==> src/rtl/seg7_share_arb.sv <==
// Two-requester arbiter for the shared 4-digit 7-segment display: round-robin with minimum dwell.
// All outputs registered; 1-cycle grant and data latency; requesters wait (req level) until granted.
module seg7_share_arb #(
    parameter int          DWELL    = 1000000,
    parameter int          DWELL_W  = 20,
    parameter logic [15:0] IDLE_VAL = 16'h0000
) (
    input  logic        clk,
    input  logic        clr,
    input  logic        req0,
    input  logic [15:0] data0,
    input  logic        req1,
    input  logic [15:0] data1,
    output logic        gnt0,
    output logic        gnt1,
    output logic [15:0] x_out,
    output logic        busy
);

    typedef enum logic [1:0] {
        S_IDLE = 2'd0,
        S_OWN  = 2'd1,
        S_HOLD = 2'd2
    } state_t;

    localparam logic [DWELL_W-1:0] CNT_MAX = DWELL_W'(DWELL - 1);

    state_t               r_state;
    logic                 r_own;
    logic                 r_last;
    logic [DWELL_W-1:0]   r_cnt;

    logic                 w_expired;
    logic [DWELL_W-1:0]   w_cnt_next;
    logic                 w_any;
    logic                 w_pick;
    logic [15:0]          w_data_pick;
    logic                 w_req_own;
    logic                 w_req_oth;
    logic [15:0]          w_data_own;
    logic                 w_do_grant;
    logic                 w_go_idle;

    assign w_expired  = (r_cnt == CNT_MAX);
    assign w_cnt_next = w_expired ? r_cnt : r_cnt + DWELL_W'(1);
    assign w_any      = req0 | req1;

    // A tie goes to the side that did not own last; a lone request always wins.
    assign w_pick      = (req0 & req1) ? ~r_last : req1;
    assign w_data_pick = w_pick ? data1 : data0;

    assign w_req_own  = r_own ? req1 : req0;
    assign w_req_oth  = r_own ? req0 : req1;
    assign w_data_own = r_own ? data1 : data0;

    // In OWN, last always equals own, so a switch target is exactly the pick result.
    always_comb begin
        w_do_grant = 1'b0;
        w_go_idle  = 1'b0;
        case (r_state)
            S_IDLE: w_do_grant = w_any;
            S_OWN: begin
                w_do_grant = w_expired & w_req_oth;
                w_go_idle  = w_expired & ~w_req_own & ~w_req_oth;
            end
            S_HOLD: begin
                w_do_grant = w_expired & w_any;
                w_go_idle  = w_expired & ~w_any;
            end
            default: w_go_idle = 1'b1;
        endcase
    end

    always_ff @(posedge clk or posedge clr) begin
        if (clr) begin
            r_state <= S_IDLE;
            r_own   <= 1'b0;
            r_last  <= 1'b1;
            r_cnt   <= '0;
            gnt0    <= 1'b0;
            gnt1    <= 1'b0;
            busy    <= 1'b0;
            x_out   <= IDLE_VAL;
        end else if (w_do_grant) begin
            r_state <= S_OWN;
            r_own   <= w_pick;
            r_last  <= w_pick;
            r_cnt   <= '0;
            gnt0    <= ~w_pick;
            gnt1    <= w_pick;
            busy    <= 1'b1;
            x_out   <= w_data_pick;
        end else if (w_go_idle) begin
            r_state <= S_IDLE;
            r_cnt   <= '0;
            gnt0    <= 1'b0;
            gnt1    <= 1'b0;
            busy    <= 1'b0;
            x_out   <= IDLE_VAL;
        end else if (r_state == S_OWN) begin
            r_cnt <= w_cnt_next;
            if (w_req_own) begin
                x_out <= w_data_own;
            end else begin
                // Owner released early: keep the display frozen until dwell runs out.
                r_state <= S_HOLD;
                gnt0    <= 1'b0;
                gnt1    <= 1'b0;
            end
        end else if (r_state == S_HOLD) begin
            r_cnt <= w_cnt_next;
        end
    end

endmodule

==> config.mk <==
export PLATFORM = sky130hd
export DESIGN_NAME = seg7_share_arb
export DESIGN_NICKNAME = d
export VERILOG_FILES = /design/src/rtl/seg7_share_arb.sv
export SDC_FILE = /design/constraint.sdc
export NUM_CORES = 1
export LEC_CHECK = 0
export BUFFER_PORTS_ARGS = -buffer_cell sky130_fd_sc_hd__clkbuf_2
export CAP_MARGIN = 20
export CORE_ASPECT_RATIO = 1.4
export CORE_MARGIN = 2
export CORE_UTILIZATION = 45
export CTS_BUF_LIST = sky130_fd_sc_hd__clkbuf_4
export DETAILED_ROUTE_END_ITERATION = 12
export GPL_TIMING_DRIVEN = 0
export HOLD_SLACK_MARGIN = 0.06
export PLACE_DENSITY = 0.78
export SYNTH_ARGS = -nofsm -noshare
export SYNTH_HDL_FRONTEND = slang
export SYNTH_SLANG_ARGS = --single-unit
export TNS_END_PERCENT = 100
==> constraint.sdc <==
create_clock -name clk -period 2.9 [get_ports clk]
set_input_delay 0.58 -clock clk [delete_from_list [all_inputs] [get_ports clk]]
set_output_delay 0.58 -clock clk [all_outputs]
set_load 0.02 [all_outputs]
# Word-level counts from Yosys, hierarchy flattened
# Index checks and enable logic that the tools add are counted.
# op_classes
n_addsub,1
n_eq_ne,4
muxes,27
bitwise_logic,12
reduce_logical,7
# ops
op,count
20-bit two-way mux,5
16-bit two-way mux,6
20-bit by 1-bit adder with 20-bit output (second input constant),1
20-bit equality test (second input constant),1
1-bit two-way mux,10
2-bit two-way mux,4
1-bit AND,6
1-bit case mux with 3 select lines,2
3-bit nonzero test,2
1-bit inverter,5
2-bit AND reduction,2
4-bit nonzero test,1
3-bit by 1-bit inequality test with 1-bit output (second input constant),1
2-bit by 1-bit equality test with 1-bit output (second input constant),1
2-bit equality test (second input constant),1
2-bit zero test,1
2-bit nonzero test,1
1-bit bitwise OR,1
# word_totals
ff_bits,43
in_bits,36
output_inout_bits,19
wordCells,59

# Logic depth before layout (Yosys ltp)
# depth
ltp_word,7
mapped_depth,10
mapped_depth_nobuf,8

# Least setup slack after synthesis
# No wires, ideal clock.
# synth_timing
path_type,register -> register
startpoint,register r_state[0]
endpoint,register x_out[15]
setup_time_ns,0.126
arrival_ns,2.176
required_time_ns,2.774
setup_slack_ns,0.598
path_stages_with_launch,11
n_path_buf,2
synth_period_minus_slack_ns,2.302
path_cell_list,dfrtp_1 > inv_1 > ha_1 > buf_2 > o21ai_0 > a221oi_1 > o22ai_1 > a311oi_4 > nor3_4 > buf_6 > a221o_1
# synth_between
elab_chain_cells,4
elab_cells_between_ends,10
classes_between,eq/ne (2); mux (4); reduce/logical (4)
# synth_rtl
element,line,source
from (decl),28,state_t r_state;
from (signal assigned),76,r_state <= S_IDLE;
from (signal assigned),85,r_state <= S_OWN;
from (signal assigned),94,r_state <= S_IDLE;
2-bit equality test (tied with other cells),60,case (r_state)
1-bit case mux with 3 select lines,60,
3-bit nonzero test (no source line) / 16-bit two-way mux (equally long branches),n/a,
2-bit AND reduction (no source line) / 16-bit two-way mux (equally long branches),n/a,
to (signal assigned),92,x_out <= w_data_pick;
to (signal assigned),103,x_out <= w_data_own;
to (decl),16,"output logic [15:0] x_out,"
# Several ways; a longest one is shown, not always the timed one.
# A chain may end at the register's enable or synchronous reset.

# Final worst setup path
# layout_timing
startpoint,register r_state[0]
endpoint,register x_out[8]
# Same word-level chain as after synthesis.

==> metrics.md <==
| Metric | Value |
|---|---|
| Initial Utilization | 0.459 |
| FMAX | 0.385 GHz |
| Most common cell after layout, fill and taps aside | clkbuf_2 |
| Reg clk slew, reported paths | 0.13 ns |
| First-pass GRT wire length | 8240 um |
| Syn_nets | 272 |
| Vias/cell | 5.46 |
| Largest net degree at the start of global routing | 44 |
| Die width | 65.1 um |
| Clk sink count | 43 |
| Critical Path, Cell by Cell | inv_1 -> ha_1 -> buf_2 -> and4_1 -> o31ai_1 -> o31a_1 -> a2bb2oi_1 -> nor2_2 -> buf_4 -> a221o_1 |
| Clock Skew | 0.0183 ns |
| Mux share of post-synthesis cell area | 0.00958 |
| Minimum clock period | 2.60 ns |
| Die area | 5830 sq um |
| Drt initial violations | 92 |
| Slowest stage delay, CP | 0.42 ns |
| Slew Limit Fails | 0 |
| Worst-skew pair later-pin latency | 0.36 ns |
| Slew headroom | 0.413 |
| R2r endpoint | x_out[8] |
| Placeable Area | 5120 sq um |
| Total CTS buffers | 5 |
| Number of distinct library cells after synthesis | 49 |
| FP Rows | 31 |
| Synthesized flop and latch total | 43 |
| RSZ-0062 raised after global routing | no |
| Bufs on Longest Clock Path | 2 |
| Area fraction in compound gates after synthesis | 0.150 |
| Hold Buf Count CTS | 0 |
| CP Capture Type | register |
| Tcrit/Tclk final | 0.895 |
| Hpwl dp | 3930 um |
| Largest fanout on the critical path | 10 |
| Final WS setup | 0.304 ns |
| Diodes inserted | 0 |
| DRT Pass-1 Iters | 4 |
| Type of origin of the critical path | register |
| Status | completed |
| Setup CP Type | register to register |
| Synthesis-to-finish area growth | 18.0% |
| Max-cap violations | 0 |
| Worst reg2reg path depth | 10 |
| Worst Path Arrival | 2.89 ns |
| CP max stage cell | dfrtp_1 |
| CTS tree | built |
| I/O pins | 55 |
| Clk root buf | clkbuf_4 |
| HP Class | input port to asynchronous set/reset pin |
| Post-Synthesis Cell Area | 2350 sq um |
| Layout Nets | 332 |
| Most frequent cells in the layout | clkbuf_2 (53), dfrtp_1 (42), nor2_1 (25), and2_1 (19) |
| Post-DRT Antenna Nets | 0 |
| Synth Area in XOR/XNOR | 0.0633 |
| R2R setup slack | 0.30 ns |
| Vias post-DR | 1953 |
| Sequential-to-total area share from yosys stat | 0.458 |
| Power density cells | 365 nW/um^2 |
| FF-to-FF Start | r_state[0] |
| Final Hold Viols | 0 |
| Die Ht | 89.5 um |
| Setup violators final | 0 |
| Slew @ Worst Pin | 0.879 ns |
| Post CTS Setup Buffer Count | 0 |
| Synth async-reset ratio | 1.00 |
| Gr usage total | 0.185 |
| Initial antenna violation count | 0 |
| EDFF count, synth | 0 |
| Share of cells above drive strength 1 | 0.271 |
| Setup slack at placement | 0.305 ns |
| Setup TNS | 0 ns |
| Total wire length | 5210 um |
| DRC | 0 |
| WL per Instance | 14.5 um |
| Adder-Cell Fraction of Synth Area | 0.0266 |
| Synthesized instance count | 231 |
| Total grt overflow | 0 |
| PortBufs | 53 |
| Syn_area_per_cell | 10.2 sq um |
| Leakage | 0.00140 uW |
| Post_cts resized | 0 |
| Vias in the first global route | 1813 |
| Peak VDD IR | 294 uV |
| Worst EP required | 3.19 ns |
| Synth Warn # | 0 |
| H-tree levels | 2 |
| Main synth FF type | dfrtp_1 |
| Synth Area in Simple Gates | 0.247 |
| GPL Wtd Cong | 0.894 |
| Largest family of logic cells by synthesized area | simple AND/OR/NAND/NOR gates |
[cell type report]
type | instances | area, sq um
buffer | 10 | 68.8
clock buffer | 5 | 37.5
clock inverter | 3 | 38.8
fill | 493 | 2340
inverter | 10 | 37.5
multi-input combinational | 168 | 1170
sequential | 43 | 1080
tap | 66 | 82.6
timing repair buffer | 53 | 265
[per-stage QoR]
stage | instance area [sq um] | total power, uW | utilization | cells | hold slack, ns
CTS | 2780 | 1030 | 0.542 | 358 | 0.408
finish | 2780 | 1010 | 0.542 | 358 | 0.366
floorplan | 2350 | 627 | - | 231 | 0.458
global route | 2780 | 1060 | 0.542 | 358 | 0.420
global placement | 2700 | 654 | 0.527 | 350 | 0.482
detailed placement | 2700 | 656 | 0.527 | 350 | 0.512
[synth_stat cells (2+ instances only)]
master / number / share of area
a21oi_1: 5 / 0.011
a221o_1: 16 / 0.068
a32o_1: 2 / 0.0085
and2_1: 19 / 0.051
and3_1: 4 / 0.011
and4_1: 3 / 0.011
and4b_1: 3 / 0.013
buf_2: 4 / 0.0085
buf_6: 3 / 0.014
clkbuf_1: 2 / 0.0032
dfrtp_1: 42 / 0.45
ha_1: 5 / 0.027
inv_1: 10 / 0.016
nand2_1: 16 / 0.026
nand3_1: 7 / 0.015
nand4_1: 6 / 0.016
nor2_1: 25 / 0.040
nor3_1: 4 / 0.0085
nor4b_2: 2 / 0.013
o21ai_0: 7 / 0.015
o21ai_1: 2 / 0.0043
or3_1: 2 / 0.0053
xnor2_1: 4 / 0.015
xor2_1: 13 / 0.048
[worst max path at each step]
stage | startpoint | to | depth (start not counted)
global route | r_state[0] | x_out[8] | 10
global placement | r_state[0] | x_out[8] | 10
finish | r_state[0] | x_out[8] | 10
detailed placement | r_state[0] | x_out[4] | 10
CTS | r_state[0] | x_out[8] | 10
floorplan | r_state[0] | x_out[15] | 10
[critical path: cells and delay by family, from the launching register on]
family	cells	cell delay, ns
AOI/OAI and AO/OA	4	0.77
and+or+nand+nor	2	0.57
adders and majority gates	1	0.27
DFF	1	0.42
buffers and inverters	3	0.49
[cells by family after synthesis]
logic type               count (synthesis)
AO/OA/AOI/OAI                           42
XOR/XNOR                                17
adder cells (fa/ha/maj)                  5
buffers and inverters                   20
flip-flops                              43
multiplexers                             2
AND/OR/NAND/NOR                        102
[per-layer routing]
| layer | global-route usage | vias to the layer above | routed length (um) |
|---|---|---|---|
| met5 | 0 | - | 0 |
| met1 | 0.222 | 976 | 2090 |
| met3 | 0.0365 | 5 | 114 |
| li1 | - | 952 | - |
| met2 | 0.329 | 20 | 2940 |
| met4 | 0.0663 | 0 | 56 |
[state kept, by name, indices dropped and copies added (netlist names)]
name,count
busy,1
x_out,16
gnt1,1
r_own,1
r_cnt,20
gnt0,1
r_last,1
r_state,2
[where the power goes]
part	internal, uW	total [uW]	leakage [uW]	switching (uW)
Clock	177	370	0.0000426	192
Combinational	19.6	43.9	0.000781	24.4
Sequential	600	600	0.000577	0
(Power assumes the default switching activity.)
